## src/rtl/telem_readout_if.sv

```systemverilog
// Read-port and byte-stream signals between the telemetry readout and its
// neighbours: the target store read port and the downlink byte sink.
interface telem_readout_if #(
  parameter int SLOT_W  = 5,
  parameter int COORD_W = 8
);
  logic                 rd_en;
  logic [SLOT_W-1:0]    rd_addr;
  logic [4*COORD_W-1:0] rd_data;
  logic [7:0]           tx_data;
  logic                 tx_valid;
  logic                 tx_ready;

  modport master (
    output rd_en, rd_addr, tx_data, tx_valid,
    input  rd_data, tx_ready
  );

  modport slave (
    input  rd_en, rd_addr, tx_data, tx_valid,
    output rd_data, tx_ready
  );
endinterface

```

## src/rtl/telem_readout.sv

```systemverilog
// Telemetry store readout: scans occupied slots in ascending order, fetches each
// record and streams it as bytes. Define TELEM_CKSUM_EN to append an XOR checksum byte.
module telem_readout #(
  parameter int NUM_SLOTS = 32,
  parameter int SLOT_W    = 5,
  parameter int COORD_W   = 8
) (
  input  logic                 clk,
  input  logic                 rst_n,
  input  logic                 start,
  input  logic [NUM_SLOTS-1:0] slot_mask,
  output logic                 busy,
  output logic                 done,
  telem_readout_if.master      bus
);
  localparam int REC_W = 4 * COORD_W;
`ifdef TELEM_CKSUM_EN
  localparam logic [2:0] LAST_IDX = 3'd5;
`else
  localparam logic [2:0] LAST_IDX = 3'd4;
`endif
  localparam logic [SLOT_W-1:0] LAST_SLOT = SLOT_W'(NUM_SLOTS - 1);

  typedef enum logic [2:0] {IDLE, SCAN, FETCH, WAIT, SEND, FIN} state_t;

  state_t               state_reg, state_next;
  logic [NUM_SLOTS-1:0] mask_reg, mask_next;
  logic [SLOT_W-1:0]    cnt_reg, cnt_next;
  logic [REC_W-1:0]     rec_reg, rec_next;
  logic [2:0]           idx_reg, idx_next;
  logic [7:0]           tx_data_reg, tx_data_next;
  logic                 tx_valid_reg, tx_valid_next;

  logic [7:0] slot_byte;
  logic [7:0] field_byte [4];
  logic [7:0] next_byte;

  assign slot_byte = 8'(cnt_reg);

  genvar gi;
  generate
    for (gi = 0; gi < 4; gi++) begin : g_field
      assign field_byte[gi] = 8'(rec_reg[gi*COORD_W +: COORD_W]);
    end
  endgenerate

`ifdef TELEM_CKSUM_EN
  logic [7:0] cksum;
  assign cksum = slot_byte ^ field_byte[0] ^ field_byte[1] ^ field_byte[2] ^ field_byte[3];
`endif

  // Byte that follows the one currently presented (idx_reg)
  always_comb begin
    next_byte = 8'h00;
    case (idx_reg)
      3'd0:    next_byte = field_byte[0];
      3'd1:    next_byte = field_byte[1];
      3'd2:    next_byte = field_byte[2];
      3'd3:    next_byte = field_byte[3];
`ifdef TELEM_CKSUM_EN
      3'd4:    next_byte = cksum;
`endif
      default: next_byte = 8'h00;
    endcase
  end

  always_comb begin
    state_next    = state_reg;
    mask_next     = mask_reg;
    cnt_next      = cnt_reg;
    rec_next      = rec_reg;
    idx_next      = idx_reg;
    tx_data_next  = tx_data_reg;
    tx_valid_next = tx_valid_reg;
    case (state_reg)
      IDLE: begin
        if (start) begin
          mask_next  = slot_mask;
          cnt_next   = '0;
          state_next = SCAN;
        end
      end
      SCAN: begin
        if (mask_reg[cnt_reg])        state_next = FETCH;
        else if (cnt_reg == LAST_SLOT) state_next = FIN;
        else                           cnt_next   = cnt_reg + 1'b1;
      end
      FETCH: state_next = WAIT;
      WAIT: begin
        // Store data is valid only now; the slot byte is presented next cycle
        rec_next      = bus.rd_data;
        idx_next      = 3'd0;
        tx_data_next  = slot_byte;
        tx_valid_next = 1'b1;
        state_next    = SEND;
      end
      SEND: begin
        if (tx_valid_reg && bus.tx_ready) begin
          if (idx_reg == LAST_IDX) begin
            tx_valid_next = 1'b0;
            tx_data_next  = 8'h00;
            if (cnt_reg == LAST_SLOT) begin
              state_next = FIN;
            end else begin
              cnt_next   = cnt_reg + 1'b1;
              state_next = SCAN;
            end
          end else begin
            idx_next     = idx_reg + 1'b1;
            tx_data_next = next_byte;
          end
        end
      end
      FIN:     state_next = IDLE;
      default: state_next = IDLE;
    endcase
  end

  always_ff @(posedge clk or negedge rst_n) begin
    if (!rst_n) begin
      state_reg    <= IDLE;
      mask_reg     <= '0;
      cnt_reg      <= '0;
      rec_reg      <= '0;
      idx_reg      <= '0;
      tx_data_reg  <= '0;
      tx_valid_reg <= 1'b0;
    end else begin
      state_reg    <= state_next;
      mask_reg     <= mask_next;
      cnt_reg      <= cnt_next;
      rec_reg      <= rec_next;
      idx_reg      <= idx_next;
      tx_data_reg  <= tx_data_next;
      tx_valid_reg <= tx_valid_next;
    end
  end

  assign bus.rd_en    = (state_reg == FETCH);
  assign bus.rd_addr  = cnt_reg;
  assign bus.tx_data  = tx_data_reg;
  assign bus.tx_valid = tx_valid_reg;
  assign busy         = (state_reg != IDLE) && (state_reg != FIN);
  assign done         = (state_reg == FIN);
endmodule

```

## src/flat_wrapper.sv

```systemverilog
// flat-port wrapper written by rule: the top's interface ports become plain ports
module telem_readout_flat 
#(
  parameter int NUM_SLOTS = 32,
  parameter int SLOT_W    = 5,
  parameter int COORD_W   = 8
)
  (clk, rst_n, start, slot_mask, busy, done, bus_rd_en, bus_rd_addr, bus_tx_data, bus_tx_valid, bus_rd_data, bus_tx_ready);
  telem_readout_if #(.SLOT_W(SLOT_W), .COORD_W(COORD_W)) bus_i ();
  input  logic clk;
  input  logic rst_n;
  input  logic start;
  input  logic [NUM_SLOTS-1:0] slot_mask;
  output logic busy;
  output logic done;
  output wire logic [$bits(bus_i.rd_en)-1:0] bus_rd_en;
  output wire logic [$bits(bus_i.rd_addr)-1:0] bus_rd_addr;
  output wire logic [$bits(bus_i.tx_data)-1:0] bus_tx_data;
  output wire logic [$bits(bus_i.tx_valid)-1:0] bus_tx_valid;
  input wire logic [$bits(bus_i.rd_data)-1:0] bus_rd_data;
  input wire logic [$bits(bus_i.tx_ready)-1:0] bus_tx_ready;
  assign bus_rd_en = bus_i.rd_en;
  assign bus_rd_addr = bus_i.rd_addr;
  assign bus_tx_data = bus_i.tx_data;
  assign bus_tx_valid = bus_i.tx_valid;
  assign bus_i.rd_data = bus_rd_data;
  assign bus_i.tx_ready = bus_tx_ready;
  telem_readout #(.NUM_SLOTS(NUM_SLOTS), .SLOT_W(SLOT_W), .COORD_W(COORD_W)) u_core (.clk(clk), .rst_n(rst_n), .start(start), .slot_mask(slot_mask), .busy(busy), .done(done), .bus(bus_i));
endmodule
```

## config.mk

```make
export PLATFORM = sky130hd
export DESIGN_NAME = telem_readout_flat
export DESIGN_NICKNAME = d
export VERILOG_FILES = /design/src/rtl/telem_readout_if.sv /design/src/rtl/telem_readout.sv /design/src/flat_wrapper.sv
export SDC_FILE = /design/constraint.sdc
export NUM_CORES = 1
export LEC_CHECK = 0
export BUFFER_PORTS_ARGS = -buffer_cell sky130_fd_sc_hd__clkbuf_2
export CAP_MARGIN = 20
export CORE_UTILIZATION = 59
export DETAILED_ROUTE_END_ITERATION = 10
export PLACE_DENSITY = 0.95
export REMOVE_ABC_BUFFERS = 1
export SYNTH_ARGS = -nofsm -noshare
export SYNTH_HDL_FRONTEND = slang
export SYNTH_SLANG_ARGS = --single-unit
```

## constraint.sdc

```tcl
create_clock -name clk -period 3.4 [get_ports clk]
set_input_delay 0.51 -clock clk [delete_from_list [all_inputs] [get_ports clk]]
set_output_delay 0.51 -clock clk [all_outputs]
set_load 0.01 [all_outputs]
```

# --- Yosys cells after proc, flatten, opt, wreduce, memory -nomap -nowiden ---
# Index checks and enable logic that the tools add are counted.
totals:
  regBits: 84
  in_bits: 68
  out_inout_bits: 17
  word_cells: 65
classes:
  n_addsub: 2
  order_cmp: 1
  n_eq_ne: 17
  n_mux: 25
  n_reduce_logical: 13
ops:
  columns: ["cell", "n"]
  rows:
  - ["8-bit case mux with 4 select lines", 1]
  - ["5-bit 2-to-1 mux", 5]
  - ["3-bit 2-to-1 mux", 8]
  - ["8-bit 2-to-1 mux", 2]
  - ["8-bit case mux with 2 select lines", 1]
  - ["3-bit case mux with 5 select lines", 1]
  - ["5-bit case mux with 3 select lines", 1]
  - ["3-bit by 2-bit == test with 1-bit output, second input constant", 4]
  - ["3-bit == test, second input constant", 3]
  - ["3-bit by 1-bit == test with 1-bit output, second input constant", 2]
  - ["3-bit zero test", 2]
  - ["5-bit by 6-bit less-than comparator with 1-bit output, second input constant", 1]
  - ["2-bit != test, second input constant", 3]
  - ["3-bit case mux with 2 select lines", 1]
  - ["3-bit AND reduction", 2]
  - ["3-bit nonzero test", 2]
  - ["5-bit by 1-bit adder with 5-bit output, second input constant", 1]
  - ["1-bit binary-select mux with 5-bit select", 1]
  - ["5-bit == test, second input constant", 1]
  - ["5-bit AND reduction", 1]
  - ["2-bit by 1-bit != test with 1-bit output, second input constant", 2]
  - ["2-bit AND reduction", 2]
  - ["4-bit AND reduction", 1]
  - ["3-bit by 1-bit adder with 3-bit output, second input constant", 1]
  - ["6 further kinds", 9]

# --- Depth between registers and ports, before layout ---
logic_depth:
  ltp_word: 5
  mapped_depth: 9
  ltp_nobuf: 7

# --- Worst setup path before layout ---
# No wires, ideal clock.
synth_path:
  kind: "reg-to-reg"
  startpoint: "reg u_core.cnt_reg[1], in the netlist u_core.bus.rd_addr[1]"
  endpoint: "reg u_core.cnt_reg[0], in the netlist u_core.bus.rd_addr[0]"
  setup_ps: 125
  arrival_time_ps: 1841
  required_time_ps: 3275
  slack_ps: 1434
  stages_incl_launch_ff: 10
  n_path_buf: 2
  period_less_slack_ps: 1966
  cell_sequence: "dfrtp_1 buf_6 buf_12 mux2i_1 a22oi_1 nand2_1 a21oi_2 o311ai_4 nand2_4 mux2_4"
synth_between:
  elab_chain_len: 5
  word_cells_on_any_way: 10
  classes_between: "eq/ne: 2; mux: 7; reduce/logical: 1"
synth_lines:
  columns: ["element", "line_no", "text"]
  rows:
  - ["start: declaration", "telem_readout.sv:28", "logic [SLOT_W-1:0] cnt_reg, cnt_next;"]
  - ["start signal: assignment", "telem_readout.sv:131", "cnt_reg <= cnt_next;"]
  - ["branches (longest 5 deep; another with 1-bit binary-select mux with 5-bit select)", null, null]
# Several ways; the timed one is not identified. The select of a mux whose other input is x is not followed.
# A chain may end at the register's enable or synchronous reset.

# --- Final worst setup path ---
# Same ends and word-level chain as after synthesis.

==> flow_metrics.py <==
metrics = {
    "status": {
        "status": "complete, but fails checks",
        "violations": "design-rule violations",
    },
    "synth": {
        "yosys-top-cells-area": "dfrtp_1 (53%), nand2_1 (11%), mux2_2 (9.0%)",
        "ys_ff_latch": 84,
        "synth_top_area_cell": "dfrtp_1",
        "synth.most_common_cell": "nand2_1",
        "synth_edf_count": 0,
        "ys_types": 49,
        "ys_seq_area_share_pct": 52.7,
        "synth_top_area_share_pct": 52.7,
        "synthCells": 380,
        "netlist_top_cells_count": "nand2_1 (115), dfrtp_1 (84), mux2_2 (32), mux2i_1 (16), nor2_1 (15)",
        "avgSynthCellArea_sq_um": 10.5,
        "synthArstFlopShare_pct": 100,
        "ys_warn_count": 0,
        "synthFlopType": "dfrtp_1",
        "syn_area_sq_um": 3990,
    },
    "route": {
        "drc": 4,
        "ant_nets": 0,
        "drt_iter0_markers": 300,
        "firstDrtPassIters": 9,
        "routed_wirelength_mm": 9.36,
        "vias": 3167,
        "via_per_inst": 5.85,
        "wl_per_cell_um": 17.3,
    },
    "finish": {
        "multiInputGateArea_sq_um": 1770,
        "fin_nets": 535,
        "drive_gt1_share_pct": 31.9,
        "diodes": 0,
        "area_growth_pct": 17.1,
        "seq_area_sq_um": 2100,
        "finalCoreUtilization_pct": 72.8,
        "nFillCells": 416,
    },
    "timing": {
        "min_period_ns": 2.61,
        "period_share_pct": 76.8,
        "setup_viol": 0,
        "max_freq_mhz": 383,
        "hold-worst-slack_ns": 0.0905,
        "rsz0062_at_grt": "no",
        "fin_tns_setup_ns": 0,
        "final_hold_viol_count": 0,
        "worst_slew_pin_slew_ns": 0.999,
        "slew_violations": 0,
        "maxSlewHeadroom_pct": 33.4,
        "skew_ns": 0.00781,
    },
    "global_routing": {
        "gr-total-overflow": 0,
        "antenna_found_initial": 0,
        "grt.total_usage_pct": 28.2,
        "grt_pass1_wl_mm": 15.2,
        "first_global_vias": 3129,
        "grt_max_degree": 85,
    },
    "cts": {
        "clk_latency_ns": 0.36,
        "cts_hold_buf": 0,
        "htreeDepth": 3,
        "cts_resized": 0,
        "cts_buffer_depth": 2,
        "cts_inserted_buffers": 9,
        "postCtsSetupBuffers": 0,
        "clock_sinks": 84,
        "clk_pin_slew_ns": 0.08,
        "root_buffer": "clkbuf_8",
        "cts_tree": "done",
    },
    "setup_path": {
        "crit_start": "u_core.bus.rd_addr[1]",
        "ff2ff_setup_slack_ns": 0.79,
        "crit_path_start_kind": "flip-flop",
        "critPathMaxFanout": 21,
        "path_class": "flip-flop to flip-flop",
        "regToRegEndpoint": "u_core.bus.rd_addr[0]",
        "required_ns": 3.64,
        "cp_data_arrival_time_ns": 2.85,
        "r2r_start": "u_core.bus.rd_addr[1]",
        "endpoint_kind": "flip-flop",
        "reg2regPathDepth": 7,
    },
    "floorplanning": {
        "fp.dieH_um": 84.3,
        "start_util_pct": 62.1,
        "core_sq_um": 6420,
        "fp.dieW_um": 84.3,
        "rows": 29,
        "die_area_sq_um": 7100,
        "io_pins": 85,
    },
    "power_and_ir_drop": {
        "p_leak_nw": 2.30,
        "ir_drop_mv": 0.408,
        "powerDensity_nw_per_um2": 874,
        "fin_total_pwr_mw": 4.09,
    },
    "placed_design": {
        "gp_congestion": 0.863,
        "io_buffer_count": 84,
        "dp_hpwl_mm": 6.34,
    },
    "flow_run": {
        "cap_violations": 0,
    },
    "worst_hold_path": {
        "hp-class": "input port to async pin",
    },
}
routing by layer:
layer | GRT usage (%) | part of all wire, % | vias to the layer above
met4 | 17.6 | 4.0 | 0
met3 | 5.41 | 5.4 | 33
met5 | 0 | 0 | -
met1 | 35.4 | 41 | 1540
met2 | 45.6 | 50 | 127
li1 | - | - | 1467
worst max-delay path by stage:
| stage | end | slack (ns) | depth (start not counted) |
|---|---|---|---|
| 2_1_floorplan | u_core.bus.rd_addr[0] | 0.12 | 4 |
| 3_3_place_gp | u_core.bus.rd_addr[0] | 0.99 | 7 |
| 3_5_place_dp | u_core.bus.rd_addr[0] | 0.87 | 7 |
| 4_1_cts | u_core.bus.rd_addr[0] | 0.82 | 7 |
| 5_1_grt | u_core.bus.rd_addr[0] | 0.68 | 7 |
| 6_report | u_core.bus.rd_addr[0] | 0.79 | 7 |
cells in the final DEF, fill, tap and decap left out, types with 3 or more instances in the layout:
cell      count
a21oi_1      10
a222oi_1      8
a22oi_1       9
and3_1        5
buf_4         4
clkbuf_2     83
clkbuf_8     10
dfrtp_1      84
ha_1          7
inv_1         6
mux2_2       32
mux2i_1      16
nand2_1     115
nand3_1       5
nor2_1       15
nor3_1        3
o21ai_0      13
power by group:
group	total [mW]	internal, mW	leakage, nW	switching [mW]
clock	0.780	0.430	0.109	0.350
sequential	1.82	1.45	1.04	0.373
combinational	1.49	0.711	1.15	0.775
per-stage QoR:
step	cells	worst slack, ns	instance area (sq um)
6_report	541	0.790	4670
5_1_grt	541	0.679	4670
4_1_cts	540	0.818	4650
3_5_place_dp	525	0.867	4430
3_3_place_gp	525	0.992	4430
2_1_floorplan	361	0.124	3880
kinds of logic (layout without fill, tap and decap cells):
group                    Yosys count  after routing  synth area share, %
flip-flops                        84             84                 52.7
AO/OA/AOI/OAI                     55             55                 10.7
XOR/XNOR                           1              1                0.219
AND/OR/NAND/NOR                  159            159                 17.5
adder cells (fa/ha/maj)            7              7                 2.19
multiplexers                      49             49                 13.4
buffers and inverters             25            109                 3.32
critical path, cell delays in order (launching register included):
cell	delay, ns
dfrtp_1	1.00
mux2i_1	0.28
a22oi_1	0.11
nand4_1	0.12
a21oi_1	0.08
o311ai_4	0.45
nand2_4	0.12
mux2_4	0.32
cell type report:
cell class,count,share of cell area (%)
sequential,84,45.0
clock inverter,4,1.58
inverter,6,0.482
clock buffer,11,3.02
multi-input combinational,271,37.8
tap,77,2.06
timing repair buffer,88,10.1
No activity file was read; power rests on OpenSTA's default activity.
